===== src/rtl/uart_frame_ctrl.sv =====
// uart_frame_ctrl: UART byte stream to CAN frame assembler with inter-byte timeout; define UART_FRAME_CHECKSUM_EN for the trailing XOR checksum byte
module uart_frame_ctrl #(
    parameter logic [7:0] SYNC_BYTE      = 8'hAA,
    parameter int         TIMEOUT_CYCLES = 1000
) (
    input  logic        clock,
    input  logic        reset,
    input  logic [7:0]  uart_rx_data_bus,
    input  logic        uart_data_ready,
    output logic        R_byte,
    output logic [10:0] can_id,
    output logic [3:0]  can_dlc,
    output logic [63:0] can_data,
    output logic        frame_valid,
    input  logic        frame_ack,
    output logic        frame_err,
    output logic        busy
);
    typedef enum logic [2:0] {
        IDLE, ID_H, ID_L, LEN, DATA,
`ifdef UART_FRAME_CHECKSUM_EN
        CSUM,
`endif
        HOLD
    } state_t;
`ifdef UART_FRAME_CHECKSUM_EN
    localparam state_t TAIL = CSUM;
`else
    localparam state_t TAIL = HOLD;
`endif
    localparam logic [15:0] TMO_MAX = 16'(TIMEOUT_CYCLES - 1);
    state_t      state, nxt;
    logic [15:0] tmo;
    logic [3:0]  cnt;
    logic        err_nxt;
    logic        timed;
    logic        expire;
`ifdef UART_FRAME_CHECKSUM_EN
    logic [7:0]  csum;
`endif
    assign busy        = state != IDLE;
    assign frame_valid = state == HOLD;
    assign R_byte      = !frame_valid;
    assign timed       = busy && !frame_valid;
    assign expire      = timed && !uart_data_ready && tmo == TMO_MAX;
    always_comb begin
        nxt     = state;
        err_nxt = 1'b0;
        if (expire) begin
            nxt     = IDLE;
            err_nxt = 1'b1;
        end else if (uart_data_ready) begin
            case (state)
                IDLE: nxt = (uart_rx_data_bus == SYNC_BYTE) ? ID_H : IDLE;
                ID_H: begin
                    err_nxt = |uart_rx_data_bus[7:3];
                    nxt     = err_nxt ? IDLE : ID_L;
                end
                ID_L: nxt = LEN;
                LEN: begin
                    err_nxt = uart_rx_data_bus > 8'd8;
                    nxt     = err_nxt ? IDLE : (uart_rx_data_bus == 8'd0) ? TAIL : DATA;
                end
                DATA: nxt = (cnt == can_dlc - 4'd1) ? TAIL : DATA;
`ifdef UART_FRAME_CHECKSUM_EN
                CSUM: begin
                    err_nxt = uart_rx_data_bus != csum;
                    nxt     = err_nxt ? IDLE : HOLD;
                end
`endif
                HOLD: err_nxt = 1'b1;
                default: nxt = IDLE;
            endcase
        end
        if (frame_valid && frame_ack)
            nxt = IDLE;
    end
    always_ff @(posedge clock) begin
        if (!reset) begin
            state     <= IDLE;
            can_id    <= '0;
            can_dlc   <= '0;
            can_data  <= '0;
            frame_err <= 1'b0;
            tmo       <= '0;
            cnt       <= '0;
`ifdef UART_FRAME_CHECKSUM_EN
            csum      <= '0;
`endif
        end else begin
            state     <= nxt;
            frame_err <= err_nxt;
            tmo       <= (uart_data_ready || !timed || expire) ? '0 : tmo + 16'd1;
            if (uart_data_ready) begin
                case (state)
                    IDLE: if (uart_rx_data_bus == SYNC_BYTE) begin
                        can_data <= '0;
                        cnt      <= '0;
                    end
                    ID_H: if (nxt == ID_L) can_id[10:8] <= uart_rx_data_bus[2:0];
                    ID_L: can_id[7:0] <= uart_rx_data_bus;
                    LEN:  if (!err_nxt) can_dlc <= uart_rx_data_bus[3:0];
                    DATA: begin
                        can_data[{cnt[2:0], 3'b000} +: 8] <= uart_rx_data_bus;
                        cnt <= cnt + 4'd1;
                    end
                    default: ;
                endcase
`ifdef UART_FRAME_CHECKSUM_EN
                csum <= (state == IDLE) ? 8'd0 : csum ^ uart_rx_data_bus;
`endif
            end
        end
    end
endmodule


===== config.mk =====
export PLATFORM = sky130hd
export DESIGN_NAME = uart_frame_ctrl
export DESIGN_NICKNAME = d
export VERILOG_FILES = /design/src/rtl/uart_frame_ctrl.sv
export SDC_FILE = /design/constraint.sdc
export NUM_CORES = 1
export LEC_CHECK = 0
export ABC_CLOCK_PERIOD_IN_PS = 2400
export CORE_AREA = 5 5 120 122
export DETAILED_ROUTE_END_ITERATION = 7
export DIE_AREA = 0 0 125 127
export HOLD_SLACK_MARGIN = 0.1
export PLACE_DENSITY_LB_ADDON = 0.08
export SLEW_MARGIN = 25
export SYNTH_ARGS = -nofsm -noshare
export SYNTH_HDL_FRONTEND = slang
export SYNTH_SLANG_ARGS = --single-unit

===== constraint.sdc =====
create_clock -name clock -period 2.4 [get_ports clock]
set_clock_uncertainty 0.05 [all_clocks]
set_input_delay 0.48 -clock clock [delete_from_list [all_inputs] [get_ports clock]]
set_output_delay 0.48 -clock clock [all_outputs]
set_load 0.01 [all_outputs]

==> key figures <==
Cells and area
  – Multi-input gate area: 0.00212 mm2
  – Nets: 590
  – ANT cells: 0
  – Register area: 0.00206 mm2
  – Fill count: 1,257
  – Layout cells sized above 1: 0.107
  – Post-layout instance area: 0.00601 mm2
  – P&R area growth vs syn: 38.1%

Synth
  – FFs w/ async S/R, synth: 0
  – Seq/Total Area, Yosys: 0.473
  – EDFF count, synth: 0
  – Syn_area_per_cell: 9.47 um2
  – Mapped Cells: 460
  – Post-synth top flop: dfxtp_1
  – Netlist cell types: 51
  – Synthesized area: 0.00436 mm2
  – Synth area leader: dfxtp_1
  – Post-Syn Nets: 477
  – Area contributors post-synth: dfxtp_1, mux2i_1, nand2_1, nor2_1, xor2_1
  – Top-area cell type share of the netlist area: 0.473
  – FF+latch count, synth: 103
  – Synth Warn #: 0

Placement
  – DP Area: 0.00568 mm2
  – Gpl congestion: 0.754
  – HPWL after DPL: 8170 um
  – Port bufs: 94

CTS
  – Max Buffers Root-to-Sink: 2
  – Hold-fix buffers, CTS: 0
  – CTS tree: yes
  – Clock-pin slew on the worst setup and hold paths: 0.07 ns
  – Post_cts resized: 0
  – CTS buffer count: 9
  – H-Tree Depth: 3
  – Postcts setup bufs: 0
  – Clock latency on the worst-skew pair: 0.34 ns
  – Root Buffer: clkbuf_16
  – Clock sink count: 103

Route
  – Vias/cell: 4.68
  – DR WL/cell: 15.0 um
  – Remaining DRCs: 0
  – WL final: 11,300 um
  – Initial drt markers: 214
  – 1st-pass router iterations: 4
  – ANT nets after route: 0
  – Via count: 3,528

STA
  – Final slew viol count: 0
  – Final period util: 0.939
  – Transition time of the tightest slew-check pin: 0.510 ns
  – Minimum clock period: 2.25 ns
  – Count of final setup violators: 0
  – Achievable clock frequency: 444 MHz
  – Final hold vios: 0
  – RSZ-0062 raised after global routing: no
  – Slew HR: 0.659

Floorplanning
  – Die H: 127 um
  – FP Rows: 42
  – Area of the core: 0.0131 mm2
  – # IOs: 95
  – DIE AREA: 0.0159 mm2
  – Die W: 125 um
  – Initial cell density of the core: 0.333

Min path
  – Worst Hold Class: reg2reg
  – Worst Hold Endpoint: tmo[0]
  – Min-delay src: tmo[0]
  – Hold path depth: 1

Worst setup path
  – Crit-path max FO: 14
  – RR Startpoint: cnt[0]
  – R2R Setup Slk: 0.22 ns
  – Crit start category: register
  – CP Class: reg2out
  – Critical Path AT: 1.72 ns
  – WP data required: 1.87 ns
  – Reg2reg end: can_data[18]
  – Crit. End Element: primary output
  – Worst R2R Path Depth: 6

Job
  – Maxcap violations: 0

Power
  – PD cells: 577 mW/mm2
  – Worst vdd ir: 0.265 mV
  – Final Power: 3.47 mW
  – P_leak: 2.49 nW

Status
  – Outcome: complete, no violations

GRT
  – Initial antenna violation count: 0
  – Vias in the first global route: 3,435
  – First-pass GRT wire length: 18,000 um
  – Largest net degree at the start of global routing: 37
  – Grt ovf: 0
  – GRT Total Usage: 0.141
==> worst max-delay path, cell delays in order, from the launching register on <==
cell and delay [ns]:
dfxtp_1 0.44, or3_1 0.44, clkdlybuf4s50_1 0.50
==> power breakdown <==
part / switching [mW] / total, mW / leakage, nW / internal (mW)
clock: 0.637 / 1.66 / 0.164 / 1.02
sequential: 0.0000460 / 1.71 / 0.829 / 1.71
combinational: 0.0546 / 0.103 / 1.50 / 0.0480
==> logic make-up (layout without fill, tap and decap cells) <==
family | Yosys count | in the layout | share of synthesized area
and+or+nand+nor | 186 | 186 | 0.212
DFF | 103 | 103 | 0.473
muxes | 71 | 71 | 0.163
AOI/OAI and AO/OA | 40 | 40 | 0.0583
buffers and inverters | 38 | 156 | 0.0448
xor gates and xnor gates | 17 | 17 | 0.0342
adders and majority gates | 5 | 5 | 0.0144
==> routing by layer <==
metal	share of wire	global-route usage
met1	0.48	0.188
met2	0.45	0.219
met3	0.048	0.0338
met4	0.025	0.0631
met5	0	0
==> worst max path at each step <==
stage / from / end / cells past startpoint
6_report: state[1] / busy / 2
5_1_grt: state[2] / frame_valid / 3
4_1_cts: state[1] / busy / 2
3_5_place_dp: uart_rx_data_bus[7] / can_id[9] / 5
3_3_place_gp: uart_rx_data_bus[7] / can_id[10] / 5
2_1_floorplan: cnt[0] / can_data[16] / 7
==> cells in the mapped netlist, types with 2 or more instances <==
library cell and instances:
or3_1 9, mux2i_1 71, nor2_1 25, or2_2 2, and2_1 2, buf_6 6, nand4_1 7, nor4_1 2
nor4_2 2, o21a_1 2, o21ai_0 7, xor2_1 10, clkbuf_1 13, inv_1 12, a21oi_1 15, and4_1 2
nand2_1 98, nor3_1 4, or4_1 4, or3_4 3, a21boi_0 2, nand3_1 9, or3b_2 2, dfxtp_1 103
and3_1 3, o31ai_1 2, ha_1 5, buf_2 6, xnor2_1 7, nor4b_1 3, nand3b_1 2
==> flip-flops by register name, summed over array words and instances, names as in the netlist <==
signal     count
can_data      64
tmo           16
can_id        11
can_dlc        4
cnt            4
state          3
frame_err      1
==> area by class of cell <==
| cell class | instances | share of cell area |
|---|---|---|
| clock inverter | 5 | 0.0173 |
| tap | 176 | 0.0366 |
| clock buffer | 11 | 0.0387 |
| sequential | 103 | 0.343 |
| inverter | 12 | 0.00749 |
| multi-input combinational | 319 | 0.352 |
| timing repair buffer | 128 | 0.205 |
==> stage by stage <==
stage	hold WS, ns	instances	worst slack, ns	TNS (ns)	utilization
6_report	0.394	754	0.146	0	0.460
4_1_cts	0.394	754	0.115	0	0.460
3_5_place_dp	0.380	738	-0.128	-4.61	0.434
3_3_place_gp	0.373	738	-0.109	-1.95	0.434
5_1_grt	0.430	754	0.0649	0	0.460
2_1_floorplan	0.363	460	0.188	0	-
==> cell usage in the layout, fill, tap and decap left out, drive strengths merged, types with 2 or more instances in the layout <==
cell type | netlist | layout
dfxtp | 103 | 103
or2 | 2 | 2
or4 | 4 | 4
nor2 | 25 | 25
and2 | 2 | 2
buf | 13 | 34
a21o | 2 | 2
clkbuf | 13 | 11
o21ai | 7 | 7
a21oi | 16 | 16
nor4 | 4 | 4
ha | 5 | 5
or3b | 2 | 2
nand2 | 98 | 98
nand3b | 2 | 2
xor2 | 10 | 10
a21boi | 3 | 3
o21a | 2 | 2
and4 | 2 | 2
and3 | 3 | 3
nand3 | 9 | 9
o31ai | 2 | 2
or3 | 12 | 12
clkdlybuf4s50 | 0 | 94
bufinv | 0 | 3
nor4b | 3 | 3
nor3 | 5 | 5
mux2i | 71 | 71
xnor2 | 7 | 7
nand4 | 7 | 7
inv | 12 | 13
No activity file was read; power rests on OpenSTA's default activity.
